### src/rtl/sprite_pkg.sv
// Shared constants, FSM state type and per-axis step helper for the sprite motion controller.
package sprite_pkg;

  localparam int unsigned SCREEN_W_DEF = 1280;
  localparam int unsigned SCREEN_H_DEF = 720;
  localparam int unsigned SPRITE_W_DEF = 256;
  localparam int unsigned SPRITE_H_DEF = 256;
  localparam int unsigned SPEED_W_DEF  = 4;

  localparam int unsigned MAX_X = SCREEN_W_DEF - SPRITE_W_DEF;
  localparam int unsigned MAX_Y = SCREEN_H_DEF - SPRITE_H_DEF;

  localparam int unsigned HCOUNT_W = 11;
  localparam int unsigned VCOUNT_W = 10;
  localparam int unsigned CALC_W   = 12;
  localparam int unsigned FRAME_W  = 16;

  typedef enum logic [1:0] {
    IDLE,
    CALC_X,
    CALC_Y,
    COMMIT
  } ctrl_state_t;

  typedef struct packed {
    logic [CALC_W-1:0] pos;
    logic              flip;
  } axis_step_t;

  // One frame of motion on one axis; landing on an edge reflects, a zero step never does.
  function automatic axis_step_t step_axis(
    input logic [CALC_W-1:0] pos,
    input logic [CALC_W-1:0] spd,
    input logic [CALC_W-1:0] max_pos,
    input logic              dir
  );
    axis_step_t      r;
    logic [CALC_W:0] sum;
    sum    = {1'b0, pos} + {1'b0, spd};
    r.pos  = pos;
    r.flip = 1'b0;
    if (spd != '0) begin
      if (dir) begin
        if (sum >= {1'b0, max_pos}) begin
          r.pos  = max_pos;
          r.flip = 1'b1;
        end else begin
          r.pos = sum[CALC_W-1:0];
        end
      end else if (pos <= spd) begin
        r.pos  = '0;
        r.flip = 1'b1;
      end else begin
        r.pos = pos - spd;
      end
    end
    return r;
  endfunction

endpackage

### src/rtl/sprite_motion_ctrl_frame_tick_gen.sv
// Single-cycle start-of-vblank pulse; fires once per frame even if the raster counters stall.
module frame_tick_gen
  import sprite_pkg::*;
#(
  parameter int unsigned SCREEN_H = SCREEN_H_DEF
) (
  input  logic                pixel_clk_in,
  input  logic                rst_in,
  input  logic [HCOUNT_W-1:0] hcount_in,
  input  logic [VCOUNT_W-1:0] vcount_in,
  output logic                tick_c
);

  logic at_vblank_c;
  logic at_vblank_q;

  assign at_vblank_c = (hcount_in == '0) && (vcount_in == VCOUNT_W'(SCREEN_H));

  always_ff @(posedge pixel_clk_in or posedge rst_in) begin
    if (rst_in) begin
      at_vblank_q <= 1'b0;
    end else begin
      at_vblank_q <= at_vblank_c;
    end
  end

  // Rising edge of the vblank-start condition only.
  assign tick_c = at_vblank_c & ~at_vblank_q;

endmodule

### src/rtl/sprite_motion_ctrl.sv
// Bouncing sprite position controller; all position changes commit during vertical blank.
module sprite_motion_ctrl
  import sprite_pkg::*;
#(
  parameter int unsigned SCREEN_W = SCREEN_W_DEF,
  parameter int unsigned SCREEN_H = SCREEN_H_DEF,
  parameter int unsigned SPRITE_W = SPRITE_W_DEF,
  parameter int unsigned SPRITE_H = SPRITE_H_DEF,
  parameter int unsigned SPEED_W  = SPEED_W_DEF
) (
  input  logic                pixel_clk_in,
  input  logic                rst_in,
  input  logic [HCOUNT_W-1:0] hcount_in,
  input  logic [VCOUNT_W-1:0] vcount_in,
  input  logic                enable_in,
  input  logic [SPEED_W-1:0]  speed_x_in,
  input  logic [SPEED_W-1:0]  speed_y_in,
  input  logic                load_valid_in,
  input  logic [HCOUNT_W-1:0] load_x_in,
  input  logic [VCOUNT_W-1:0] load_y_in,
  output logic                load_ready_out,
  output logic [HCOUNT_W-1:0] x_out,
  output logic [VCOUNT_W-1:0] y_out,
  output logic                dir_x_out,
  output logic                dir_y_out,
  output logic                bounce_out,
  output logic [FRAME_W-1:0]  frame_count_out
);

  localparam int unsigned LIM_X = SCREEN_W - SPRITE_W;
  localparam int unsigned LIM_Y = SCREEN_H - SPRITE_H;

  ctrl_state_t         state;
  logic                pending;
  logic [HCOUNT_W-1:0] load_x_q;
  logic [VCOUNT_W-1:0] load_y_q;
  logic                motion_en;
  axis_step_t          step_x;
  axis_step_t          step_y;

  logic                tick_c;
  logic                load_accept_c;
  logic [HCOUNT_W-1:0] load_x_clamp_c;
  logic [VCOUNT_W-1:0] load_y_clamp_c;

  frame_tick_gen #(
    .SCREEN_H (SCREEN_H)
  ) u_tick (
    .pixel_clk_in (pixel_clk_in),
    .rst_in       (rst_in),
    .hcount_in    (hcount_in),
    .vcount_in    (vcount_in),
    .tick_c       (tick_c)
  );

  assign load_ready_out = (state == IDLE) && !pending;
  assign load_accept_c  = load_valid_in && load_ready_out;

  assign load_x_clamp_c = (load_x_in > HCOUNT_W'(LIM_X)) ? HCOUNT_W'(LIM_X) : load_x_in;
  assign load_y_clamp_c = (load_y_in > VCOUNT_W'(LIM_Y)) ? VCOUNT_W'(LIM_Y) : load_y_in;

  // Control FSM and position datapath; x and y are stepped in separate cycles, then committed together.
  always_ff @(posedge pixel_clk_in or posedge rst_in) begin
    if (rst_in) begin
      state           <= IDLE;
      pending         <= 1'b0;
      load_x_q        <= '0;
      load_y_q        <= '0;
      motion_en       <= 1'b0;
      step_x          <= '0;
      step_y          <= '0;
      x_out           <= '0;
      y_out           <= '0;
      dir_x_out       <= 1'b1;
      dir_y_out       <= 1'b1;
      bounce_out      <= 1'b0;
      frame_count_out <= '0;
    end else begin
      bounce_out <= 1'b0;

      if (load_accept_c) begin
        pending  <= 1'b1;
        load_x_q <= load_x_clamp_c;
        load_y_q <= load_y_clamp_c;
      end

      case (state)
        IDLE: begin
          if (tick_c) begin
            state <= CALC_X;
          end
        end

        CALC_X: begin
          motion_en <= enable_in;
          step_x    <= step_axis(CALC_W'(x_out), CALC_W'(speed_x_in),
                                 CALC_W'(LIM_X), dir_x_out);
          state     <= CALC_Y;
        end

        CALC_Y: begin
          step_y <= step_axis(CALC_W'(y_out), CALC_W'(speed_y_in),
                              CALC_W'(LIM_Y), dir_y_out);
          state  <= COMMIT;
        end

        COMMIT: begin
          // A pending load wins over motion and never counts as a bounce.
          if (pending) begin
            x_out   <= load_x_q;
            y_out   <= load_y_q;
            pending <= 1'b0;
          end else if (motion_en) begin
            x_out      <= HCOUNT_W'(step_x.pos);
            y_out      <= VCOUNT_W'(step_y.pos);
            dir_x_out  <= dir_x_out ^ step_x.flip;
            dir_y_out  <= dir_y_out ^ step_y.flip;
            bounce_out <= step_x.flip | step_y.flip;
          end
          frame_count_out <= frame_count_out + FRAME_W'(1);
          state           <= IDLE;
        end

        default: state <= IDLE;
      endcase
    end
  end

endmodule

### config.mk
export PLATFORM = sky130hd
export DESIGN_NAME = sprite_motion_ctrl
export DESIGN_NICKNAME = d
export VERILOG_FILES = /design/src/rtl/sprite_pkg.sv /design/src/rtl/sprite_motion_ctrl_frame_tick_gen.sv /design/src/rtl/sprite_motion_ctrl.sv
export SDC_FILE = /design/constraint.sdc
export NUM_CORES = 1
export LEC_CHECK = 0
export BUFFER_PORTS_ARGS = -buffer_cell sky130_fd_sc_hd__buf_2
export CORE_MARGIN = 10
export CORE_UTILIZATION = 40
export CTS_CLUSTER_SIZE = 28
export DETAILED_ROUTE_END_ITERATION = 6
export PLACE_DENSITY = 0.64
export SLEW_MARGIN = 15
export SYNTH_ARGS = -nofsm -noshare
export SYNTH_HDL_FRONTEND = slang
export SYNTH_SLANG_ARGS = --single-unit
### constraint.sdc
create_clock -name pixel_clk_in -period 3.11 [get_ports pixel_clk_in]
set_input_delay 0.1555 -clock pixel_clk_in [delete_from_list [all_inputs] [get_ports pixel_clk_in]]
set_output_delay 0.1555 -clock pixel_clk_in [all_outputs]
set_load 0.01 [all_outputs]
==> flow_summary.toml <==
[run_status]
status = "complete, no violations"

[logic_synthesis]
synthArstFlopShare_pct = 100
synth-edff-count = 0
ys_warn_count = 0
synth_cell_type_count = 75
synthTopCellsByArea = "dfrtp_1 (39%), o21ai_0 (5.4%), ha_1 (4.9%)"
netlist_area_um2 = 5620
syn-num-nets = 698
yosysTopAreaCell = "dfrtp_1"
synth_common_cells = "dfrtp_1 (87), nand2_1 (65), o21ai_0 (61), nor2_1 (51), inv_1 (30)"
synth_area_per_cell_um2 = 9.10
synth-seq-cells = 89
ys_seq_area_share_pct = 39.7
ys_dominant_reg_cell = "dfrtp_1"
yosysTopAreaCellShare_pct = 38.7
synth_most_common_cell = "dfrtp_1"
synth_cells = 618

[cells_and_area]
n_antenna_cell = 0
fin_area_um2 = 6600
drive_above_1_share_pct = 21.6
syn_to_final_growth_pct = 17.4
final_cells = 888
finish.utilization_pct = 47.7
layout.nets = 783
fill_cells = 1296

[route]
vias_per_cell = 5.56
vias = 4940
route.detailed.drc = 0
first_pass_iters = 5
drt_iter0_drc = 317
post_drt_wl_per_cell_um = 17.0
wl_um = 15100
postRouteAntennaNets = 0

[timing]
finalCritPeriodShare_pct = 88.7
skew_ps = 7.54
setup_tns_ps = 0
holdWs_ps = 44.1
drv_slew = 0
final_hold_viol_count = 0
period_minus_slack_ps = 2760
setup_viol = 0
maxSlewHeadroom_pct = 48.3
grt_setup_unrepaired = "no"
setup_slack_ps = 353
max_freq_mhz = 363
worst_pin_slew_ps = 774

[grt]
antenna_found_initial = 0
overflow = 0
grt_first_pass_wirelength_um = 25500
grt_usage_pct = 15.5
grt_max_degree = 48
first_global_vias = 4962

[placement]
gp_congestion = 0.869
post-place-ws_ps = 412
port_buffers = 94
post_dp_cell_area_um2 = 6290
dp.cells = 871
dp_hpwl_um = 11400

[clock_tree]
clk_pin_slew_ps = 60
insertion_delay_ps = 340
htreeDepth = 3
numClockSinks = 89
cts_root_buf = "clkbuf_16"
cts_tree = "done"
numCtsBuffers = 9
clockBufferDepth = 2

[floorplanning]
die_y_um = 139
core_area_um2 = 13800
row_count = 43
start_util_pct = 40.7
die_area_um2 = 19200
io_pins = 95
die_x_um = 139

[power]
powerDensity_nw_per_um2 = 982
total_power_mw = 6.48
p_leak_nw = 3.03
ir_worst_vdd_mv = 0.458

[worst_setup_path]
required_ps = 3310
path_delay_family = "compound AO/OA/AOI/OAI gates"
crit_path_cell_trace = "ha_1, or3b_4, a31oi_4, o21ai_0, xor2_1, o311ai_4, o211a_1, a21oi_2"
arrival_ps = 2960
r2r-start = "y_out[2]"
worst_setup_path_end_kind = "flop"
cp.buffers_inverters = 0
startpoint_type = "flop"
crit_start = "y_out[2]"
cp_max_fo = 10
crit_type = "reg2reg"
critPathSlowestCell = "o311ai_4"
critPathMaxStageDelay_ps = 480

[min_path]
min_from = "load_y_in[0]"
hold_class = "in2reg"

[run]
maxCapViolations = 0
## worst paths after layout
kind,endpoint,slack [ps],cells after the start
max,step_y[3],350,8
min,load_y_q[0],40,2
max reg2reg,step_y[3],350,8
min reg2reg,frame_count_out[15],460,1
max in group asynchronous,dir_x_out,1880,4
min in group asynchronous,load_x_q[1],480,3
## power breakdown
part,switching [mW],internal (mW),leakage (nW)
clock,0.440,0.642,0.142
combinational,1.87,1.37,1.76
sequential,0.525,1.63,1.13
total,2.84,3.64,3.03
## flip-flops by register name (all words and copies together), names as in the netlist, 2 cells and up
| signal | count |
|---|---|
| x_out | 11 |
| frame_count_out | 16 |
| load_x_q | 11 |
| step_y | 11 |
| step_x | 12 |
| load_y_q | 10 |
| state | 2 |
| y_out | 10 |
## layout by cell type, fill, tap and decap left out, types with 3 or more instances in the layout
master	n
and3_1	5
nor3_1	4
nor2b_1	8
or4_1	3
ha_1	22
a31oi_1	9
clkbuf_16	9
mux2i_1	25
o21ai_0	61
o211ai_1	4
nand2b_1	15
dfrtp_1	87
mux2_2	5
o41ai_1	3
nand4_1	9
o21a_1	3
buf_4	15
a22o_1	8
a21o_1	3
nor4b_1	3
inv_1	29
xor2_1	10
nand2_1	65
xnor2_1	15
or3_1	7
clkinv_2	3
o221ai_1	6
nor4_1	10
buf_2	94
fa_1	4
a211oi_1	3
a21oi_1	25
nor2_1	51
and2_1	4
nor3b_1	3
nand3_1	15
## repair_timing
action,4_1_cts,5_1_grt
setup buffers,0,0
endpoints found under the setup margin,0,0
gates resized for setup,0,0
hold endpoints to repair,42,0
hold buffers,1,0
## per-layer routing
| layer | routed length (µm) | vias to the layer above | global-route usage [%] | share of wire, % |
|---|---|---|---|---|
| met2 | 7350 | 133 | 25.6 | 49 |
| met3 | 607 | 14 | 2.12 | 4.0 |
| met5 | 0 | - | 0 | 0 |
| met4 | 191 | 0 | 4.72 | 1.3 |
| met1 | 6980 | 2405 | 20.6 | 46 |
| li1 | - | 2388 | - | - |
## area by class of cell
cell class	count	area [µm²]	area share, %
inverter	31	118	1.78
multi-input combinational	461	3120	47.2
timing repair buffer	111	613	9.29
clock buffer	11	243	3.68
clock inverter	5	55.1	0.834
tap	180	225	3.41
sequential	89	2230	33.8
## logic make-up after synthesis
family | after synthesis | share of synthesized area [%]
muxes | 31 | 5.85
buffers and inverters | 68 | 5.05
adders and majority gates | 26 | 6.32
DFF | 89 | 39.7
AOI/OAI and AO/OA | 167 | 20.4
and+or+nand+nor | 212 | 18.8
xor gates and xnor gates | 25 | 3.89
## worst reg2reg max path, cell delays in order, from the launching register on
cell	delay, ps
dfrtp_1	420
ha_1	430
or3b_4	460
a31oi_4	200
o21ai_0	120
xor2_1	210
o311ai_4	480
o211a_1	250
a21oi_2	50
Power figures use the tool's default switching activity.
